===== config.mk =====
export PLATFORM = sky130hd
export DESIGN_NAME = shift_register
export DESIGN_NICKNAME = d
export VERILOG_FILES = /design/src/rtl/shift_register_pkg.sv /design/src/rtl/shift_register_counter.sv /design/src/rtl/shift_register.sv
export SDC_FILE = /design/constraint.sdc
export NUM_CORES = 1
export LEC_CHECK = 0
export CAP_MARGIN = 20
export CORE_UTILIZATION = 45
export DETAILED_ROUTE_END_ITERATION = 10
export PLACE_DENSITY = 0.82
export SLEW_MARGIN = 20
export SYNTH_ARGS = -nofsm -noshare
export SYNTH_HDL_FRONTEND = slang
export SYNTH_HIERARCHICAL = 1
export SYNTH_SLANG_ARGS = --single-unit

===== constraint.sdc =====
create_clock -name clk -period 1.85 [get_ports clk]
set_clock_uncertainty 0.05 [all_clocks]
set_input_delay 0.2775 -clock clk [delete_from_list [all_inputs] [get_ports clk]]
set_output_delay 0.2775 -clock clk [all_outputs]
set_load 0.01 [all_outputs]

===== src/rtl/shift_register_pkg.sv =====
// Shared types for the universal shift register.
// Mode encodings and mode width.
package shift_register_pkg;

  localparam int MODE_W = 3;

  typedef enum logic [MODE_W-1:0] {
    SHM_HOLD = 3'd0,
    SHM_LOAD = 3'd1,
    SHM_SHR  = 3'd2,
    SHM_SHL  = 3'd3,
    SHM_CLR  = 3'd4
  } shift_mode_e;

endpackage


===== src/rtl/shift_register_counter.sv =====
// shift_counter: counts shifts since LOAD/CLR, saturating at W.
// Ports: clk, clear_n, clr, inc -> count, done.
module shift_counter #(
  parameter int W  = 8,
  parameter int CW = $clog2(W+1)
) (
  input  logic          clk,
  input  logic          clear_n,
  input  logic          clr,
  input  logic          inc,
  output logic [CW-1:0] count,
  output logic          done
);

  localparam logic [CW-1:0] LIMIT = CW'(W);

  always_ff @(posedge clk or negedge clear_n) begin
    if (!clear_n) begin
      count <= '0;
    end else if (clr) begin
      count <= '0;
    end else if (inc && count != LIMIT) begin
      count <= count + 1'b1;
    end
  end

  assign done = (count == LIMIT);

endmodule


===== src/rtl/shift_register.sv =====
// Universal shift register: hold/load/clear/shift-by-one.
// Ports: clk, clear_n, mode, in, sin, arith -> out, sout,
// count, done. Counter built only if SHIFT_REGISTER_COUNT_EN.
module shift_register
  import shift_register_pkg::*;
#(
  parameter int W  = 8,
  parameter int CW = $clog2(W+1)
) (
  input  logic              clk,
  input  logic              clear_n,
  input  logic [MODE_W-1:0] mode,
  input  logic [W-1:0]      in,
  input  logic              sin,
  input  logic              arith,
  output logic [W-1:0]      out,
  output logic              sout,
  output logic [CW-1:0]     count,
  output logic              done
);

  always_ff @(posedge clk or negedge clear_n) begin
    if (!clear_n) begin
      out  <= '0;
      sout <= 1'b0;
    end else begin
      unique case (mode)
        SHM_LOAD: begin
          out  <= in;
          sout <= 1'b0;
        end
        SHM_SHR: begin
          out  <= {(arith ? out[W-1] : sin),
                   out[W-1:1]};
          sout <= out[0];
        end
        SHM_SHL: begin
          out  <= {out[W-2:0], sin};
          sout <= out[W-1];
        end
        SHM_CLR: begin
          out  <= '0;
          sout <= 1'b0;
        end
        default: ;
      endcase
    end
  end

`ifdef SHIFT_REGISTER_COUNT_EN
  logic clr;
  logic inc;

  assign clr = (mode == SHM_LOAD) ||
               (mode == SHM_CLR);
  assign inc = (mode == SHM_SHR) ||
               (mode == SHM_SHL);

  shift_counter #(
    .W  (W),
    .CW (CW)
  ) u_cnt (
    .clk     (clk),
    .clear_n (clear_n),
    .clr     (clr),
    .inc     (inc),
    .count   (count),
    .done    (done)
  );
`else
  assign count = '0;
  assign done  = 1'b0;
`endif

endmodule


---- Yosys cells after proc, flatten, opt, wreduce, memory -nomap -nowiden ----
Index checks and enable logic that the tools add are counted.
cells by class
  eq/ne operators ......................... 5
  muxes and demuxes ....................... 3
  reductions and logical operators ........ 4
operators by type and width
  operator                                             number
  one-hot mux 8 bit (4 select lines)                   1
  equality test 3 x 2 -> 1 bit, second input constant  2
  nonzero test 4 bit                                   1
  equality test 3 x 1 -> 1 bit, second input constant  1
  equality test 3 bit, second input constant           1
  one-hot mux 1 bit (3 select lines)                   1
  nonzero test 3 bit                                   1
  != test 2 bit, second input constant                 1
  AND reduction 2 bit                                  1
  OR reduction 2 bit                                   1
  2-to-1 mux 1 bit                                     1
word-level totals
  register bits after elaboration ......... 9
  output and inout port bits .............. 14
  logic and storage cells ................. 15

---- Longest topological paths before layout ----
Gate-level depths: netlist (run 1).
  depth in word-level cells ............... 3
  mapped depth ............................ 5
  gate-level depth less buffers ........... 4

---- Worst setup path before layout (run 1) ----
OpenSTA, ideal clock, no wires.
  path kind ............................... input to register
  start ................................... input mode[2]
  end ..................................... register out[0]
  arrival time ............................ 0.992 ns
  required time ........................... 1.706 ns
  slack ................................... 0.714 ns
  cell stages on the path ................. 4
  buffers on the path ..................... 2
  cell sequence ........................... buf_6 -> buf_6 -> o311a_1 -> a221oi_2
between the ends
  longest elaborated chain between the ends .. 2
  elaborated cells between the ends (all ways) .. 6
  classes of those cells .................. 4 x eq/ne; 1 x mux; 1 x reduce/logical
RTL lines
  element                                                                          RTL line              source
  from (decl)                                                                      shift_register.sv:12  input logic [MODE_W-1:0] mode,
  equality test 3 bit, or another cell as far along                                shift_register.sv:27  unique case (mode)
  one-hot mux 8 bit (4 select lines) / nonzero test 4 bit (equally long branches)  -
  to (signal assigned)                                                             shift_register.sv:29  out <= in;
  to (signal assigned)                                                             shift_register.sv:33  out <= {(arith ? out[W-1] : sin),
  to (signal assigned)                                                             shift_register.sv:38  out <= {out[W-2:0], sin};
  to (decl)                                                                        shift_register.sv:16  output logic [W-1:0] out,
Several ways; a longest one is shown, not always the timed one.
A chain may end at the register's enable or synchronous reset.

---- Worst setup path in the final report (run 1) ----
  start ................................... register out[1]
  end ..................................... output out[1]
No word-level cell between the ends.

==> out/metrics.csv, run 1 <==
metric,value,unit
synth_compound_area_share,35.9,%
io_pins,29,
post_cts_buffers,0,
root_buffer,clkbuf_4,
ys_types,23,
rsz0062_at_grt,no,
synthToLayoutAreaGrowth,32.6,%
place_area,945,sq um
synth_simple_gate_area_share,5.98,%
critPathRequiredTime,1.52,ns
cts.clk_slew.worst_paths,0.06,ns
grt_max_degree,30,
drv_cap,0,
drt_first_iter_violations,8,
final_area,971,sq um
vias_per_cell,5.60,
clk-insertion-delay-late,0.26,ns
cp_cell_sequence,clkdlybuf4s50_1,
worstSetupStartpointType,flip-flop,
final_hold_viol_count,0,
initial_core_util,48.6,%
dp_hpwl,1080,um
fmax,0.648,GHz
finalSetupViolCount,0,
total_leakage_power,0.417,nW
hold_buffers,0,
n_antenna_cell,0,
critical_path_buf_inv_count,1,
routabilityCongestion,0.745,
grt_pass1_wl,2560,um
fin_setup_tns,0,ns
grt_pass1_vias,565,
io_buffers,23,
cp-end-kind,primary output,
nets,112,
antenna_found_initial,0,
post-route-min-period,1.54,ns
clock_sinks,9,
fp.coreArea,1510,sq um
worst-path-max-fanout,5,
clockBufferDepth,2,
synth-seq-cells,9,
status,finished clean,
syn_inst,74,
fin_ws,0.308,ns
critPathTopFamily,buffers and inverters,
cts.repair.resized,0,
drive_gt1_share,13.5,%
ir_drop,487,uV
drc_errors,0,
numCtsBuffers,3,
criticalPathCategory,flip-flop to primary output,
cp.arrival,1.21,ns
grt.overflow.total,0,
postRouteAntennaNets,0,
seq_area_frac_synth,30.8,%
dp_slack,0.155,ns
worst_hold_slack,0.276,ns
synth_mux_area_share,9.57,%
final_common_cell,clkdlybuf4s50_1,
synth_xor_area_share,0,%
die_y,42.3,um
powerDensity,672,nW/um^2
synth_area,732,sq um
dieWidth,42.3,um
final_cell_mix,"clkdlybuf4s50_1, o21ai_0, dfrtp_1",
htreeDepth,1,
grtUsageTotal,18.9,%
num_rows,14,
syn_area_per_cell,9.89,sq um
yosysWarnings,6,
final_max_slew_viol_count,0,
worst-r2r-setup-slack,0.73,ns
worst_path_max_delay_cell,clkdlybuf4s50_1,
yosys.area_share.adder,0,%
post-route-util,64.5,%
synth_top_family_by_area,compound AO/OA/AOI/OAI gates,
vias,627,
wl_per_cell,13.4,um
tritoncts,done,
dieArea,1790,sq um
drt_pass1_iterations,4,
drt_wl_total,1500,um
period_share,83.4,%
cpPeakStageDelay,0.56,ns
hp-class,primary input to asynchronous set/reset pin,
-- layer usage --
metal  up-vias  global-route usage (%)  share of wire, %
met4         0                    9.38                 0
met5         -                       0                 0
met3         0                    3.88               5.7
met1       292                    28.3                49
met2        19                    25.2                46
li1        316                       -                 -
-- Yosys cell counts --
cell,number,area [sq um]
a211o_1,1,8.76
a21oi_1,1,5.00
buf_6,4,45.0
nor2b_1,2,12.5
buf_4,5,37.5
mux2i_1,7,70.1
a22oi_1,2,15.0
a31oi_1,1,6.26
o21ai_0,9,45.0
nand2_1,1,3.75
a211oi_1,1,7.51
inv_2,1,3.75
nor2_4,1,11.3
o22ai_1,1,6.26
nor2_1,1,3.75
buf_2,2,10.0
conb_1,1,3.75
o311a_1,7,70.1
inv_1,8,30.0
a311oi_1,1,8.76
a221oi_2,6,90.1
nand2b_1,2,12.5
dfrtp_1,9,225
-- area by class of cell --
| cell class | count | area (sq um) |
|---|---|---|
| multi-input cells | 49 | 395 |
| clock buffers | 4 | 26.3 |
| repair buffers | 25 | 270 |
| fillers | 133 | 536 |
| inverters | 9 | 33.8 |
| well taps | 16 | 20.0 |
| flip-flops and latches | 9 | 225 |
-- state kept, by name, indices dropped and copies added (netlist names) --
name  count
out       8
sout      1
-- through the flow --
stage	instances	total power, mW
after floorplan	78	0.401
after global placement	108	0.500
after detailed placement	108	0.506
after CTS	112	0.662
after global routing	112	0.696
final	112	0.653
-- cells by family after synthesis --
group           after synthesis
other cells                   1
compound gates               30
simple gates                  7
flops                         9
buf+inv                      20
mux                           7
-- path summary, 6_finish.rpt --
check | startpoint | end | cells after the start
min in group clk | sout | sout | 2
max in group asynchronous | clear_n | out[3] | 1
max reg2reg | out[1] | out[1] | 3
max | out[1] | out[1] | 1
min | clear_n | out[7] | 1
min reg2reg | sout | sout | 2
-- report_power, final --
part / switching (mW) / internal, mW
Sequential: 0.0285 / 0.225
Clock: 0.0678 / 0.0831
Combinational: 0.110 / 0.138
Total: 0.207 / 0.446
(Power assumes the default switching activity.)
==> inputs of run 2 (changes only) <==
CORE_UTILIZATION = 42   (was 45)
PLACE_DENSITY = 0.77   (was 0.82)
clock period = 1.5 ns   (was 1.85 ns; I/O delays follow)
==> run 2 against run 1 <==
  * The run now ends with DRC left
  * Non-clock buffer count grew 10
  * Combinational power grew 35%
  * Sequential power grew 22%
  * First-iteration DRC count grew 38%
  * Clock power grew 28%
  * Final cell count grew 8.9%
  * Critical endpoint is now out[3]
  * Setup slack lost 0.27 ns
  * Register-to-register slack lost 0.40 ns
  * Die area grew 6.8%
  * Worst hold slack lost 0.054 ns
  * Count of clock-buffer cells in the layout is the same
  * Critical path depth is the same
==> out/metrics.csv, run 2 (synthesis results as in run 1) <==
metric,value,unit,change
cp.arrival,1.18,ns,-0.03 ns
cts.clk_slew.worst_paths,0.07,ns,about the same
wl_per_cell,13.9,um,+3.9%
drt_pass1_iterations,7,,+3
rsz0062_at_grt,no,,
status,"finished, violations left",,
ir_drop,552,uV,+13%
postRouteAntennaNets,0,,unchanged
cpPeakStageDelay,0.55,ns,about the same
grt_pass1_wl,2790,um,+9.2%
nets,122,,+8.9%
clock_sinks,9,,unchanged
drv_cap,0,,unchanged
final_cell_mix,"clkdlybuf4s50_1, buf_4, o21ai_0, dfrtp_1, inv_1",,
n_antenna_cell,0,,unchanged
grtUsageTotal,20.3,%,+1.4 points
worstSetupStartpointType,flip-flop,,
drt_first_iter_violations,11,,+3
numCtsBuffers,3,,unchanged
grt_pass1_vias,655,,+16%
fill_cells,136,,+2.3%
largest_register,out,,
critPathRequiredTime,1.22,ns,-0.30 ns
fmax,0.685,GHz,
root_buffer,clkbuf_4,,
dp_hpwl,1190,um,+11%
dp_slack,-0.136,ns,-0.291 ns
powerDensity,791,nW/um^2,+18%
critPathTopFamily,buffers and inverters,,
synthToLayoutAreaGrowth,44.4,%,
grt_max_degree,28,,-6.7%
die_y,43.7,um,+3.3%
num_rows,14,,unchanged
clockBufferDepth,2,,unchanged
dieArea,1910,sq um,+6.8%
final_common_cell,clkdlybuf4s50_1,,
io_pins,29,,unchanged
criticalPathCategory,flip-flop to primary output,,
drt_wl_total,1700,um,+13%
tritoncts,done,,
total_leakage_power,0.522,nW,+25%
critical_path_buf_inv_count,1,,unchanged
largest_reg_flops,8,,unchanged
vias_per_cell,5.72,,+2.2%
violations,DRC,,
multi_input_area,395,sq um,unchanged
hp-class,primary input to asynchronous set/reset pin,,
grt.overflow.total,0,,unchanged
cp-end-kind,primary output,,
fp.coreArea,1560,sq um,+3.5%
final_hold_viol_count,0,,unchanged
reg2reg_depth,4,,+1
fin_setup_tns,0,ns,unchanged
finalSetupViolCount,0,,unchanged
hold_buffers,0,,unchanged
worst-path-max-fanout,4,,-1
period_share,97.3,%,
drive_gt1_share,21.7,%,+8.2 points
htreeDepth,1,,unchanged
clk-insertion-delay-late,0.27,ns,about the same
dieWidth,43.7,um,+3.3%
worstSetupPathDepth,1,,unchanged
post-route-util,67.8,%,+3.4 points
routabilityCongestion,0.764,,+2.4%
io_buffers,23,,unchanged
regArea,225,sq um,unchanged
post-route-min-period,1.46,ns,
worst_path_max_delay_cell,clkdlybuf4s50_1,,
drc_errors,2,,+2
cp_cell_sequence,clkdlybuf4s50_1,,
fin_ws,0.0411,ns,-0.267 ns
reg_top3,"out: 8 flops, sout: 1 flops",,
initial_core_util,47.0,%,-1.6 points
vias,698,,+11%
final_max_slew_viol_count,0,,unchanged
antenna_found_initial,0,,unchanged
[run 2: repair_timing]
item,CTS,global route
setup buffers,2,1
pin swaps,0,0
setup endpoints to repair,3,5
gates cloned,0,0
resized for setup,1,5
[run 2: metrics by stage]
step | hold slack [ns] | std cells | instance area [sq um] | total power, mW
final | 0.222 | 122 | 1060 | 0.837
after global routing | 0.245 | 122 | 1060 | 0.898
after CTS | 0.236 | 121 | 1040 | 0.849
after detailed placement | 0.519 | 115 | 997 | 0.640
after global placement | 0.510 | 115 | 997 | 0.632
after floorplan | -0.121 | 78 | 747 | 0.495
[run 2: final timing paths]
path / start / endpoint / slack [ns]
max: out[3] / out[3] / 0.04
min: clear_n / sout / 0.22
max reg2reg: out[6] / out[7] / 0.33
min reg2reg: sout / sout / 0.53
max in group asynchronous: clear_n / out[3] / 0.85
min in group clk: in[1] / out[1] / 0.50
[run 2: power breakdown]
group | leakage (nW) | total (mW) | internal, mW | switching, mW
Combinational | 0.398 | 0.334 | 0.187 | 0.148
Sequential | 0.109 | 0.309 | 0.278 | 0.0316
Clock | 0.0150 | 0.193 | 0.103 | 0.0905
[run 2: cell type report]
cell class / instances / area share, %
Multi-Input combinational cell: 49 / 37.4
Clock buffer: 4 / 2.49
Inverter: 9 / 3.20
Sequential cell: 9 / 21.3
Timing Repair Buffer: 35 / 33.7
Tap cell: 16 / 1.89
[run 2: per-layer routing]
| metal | vias up | GRT usage (%) | routed length, um |
|---|---|---|---|
| met2 | 30 | 34.3 | 871 |
| li1 | 332 | - | - |
| met4 | 0 | 8.13 | 0 |
| met5 | - | 0 | 0 |
| met3 | 0 | 7.50 | 132 |
| met1 | 336 | 23.0 | 692 |
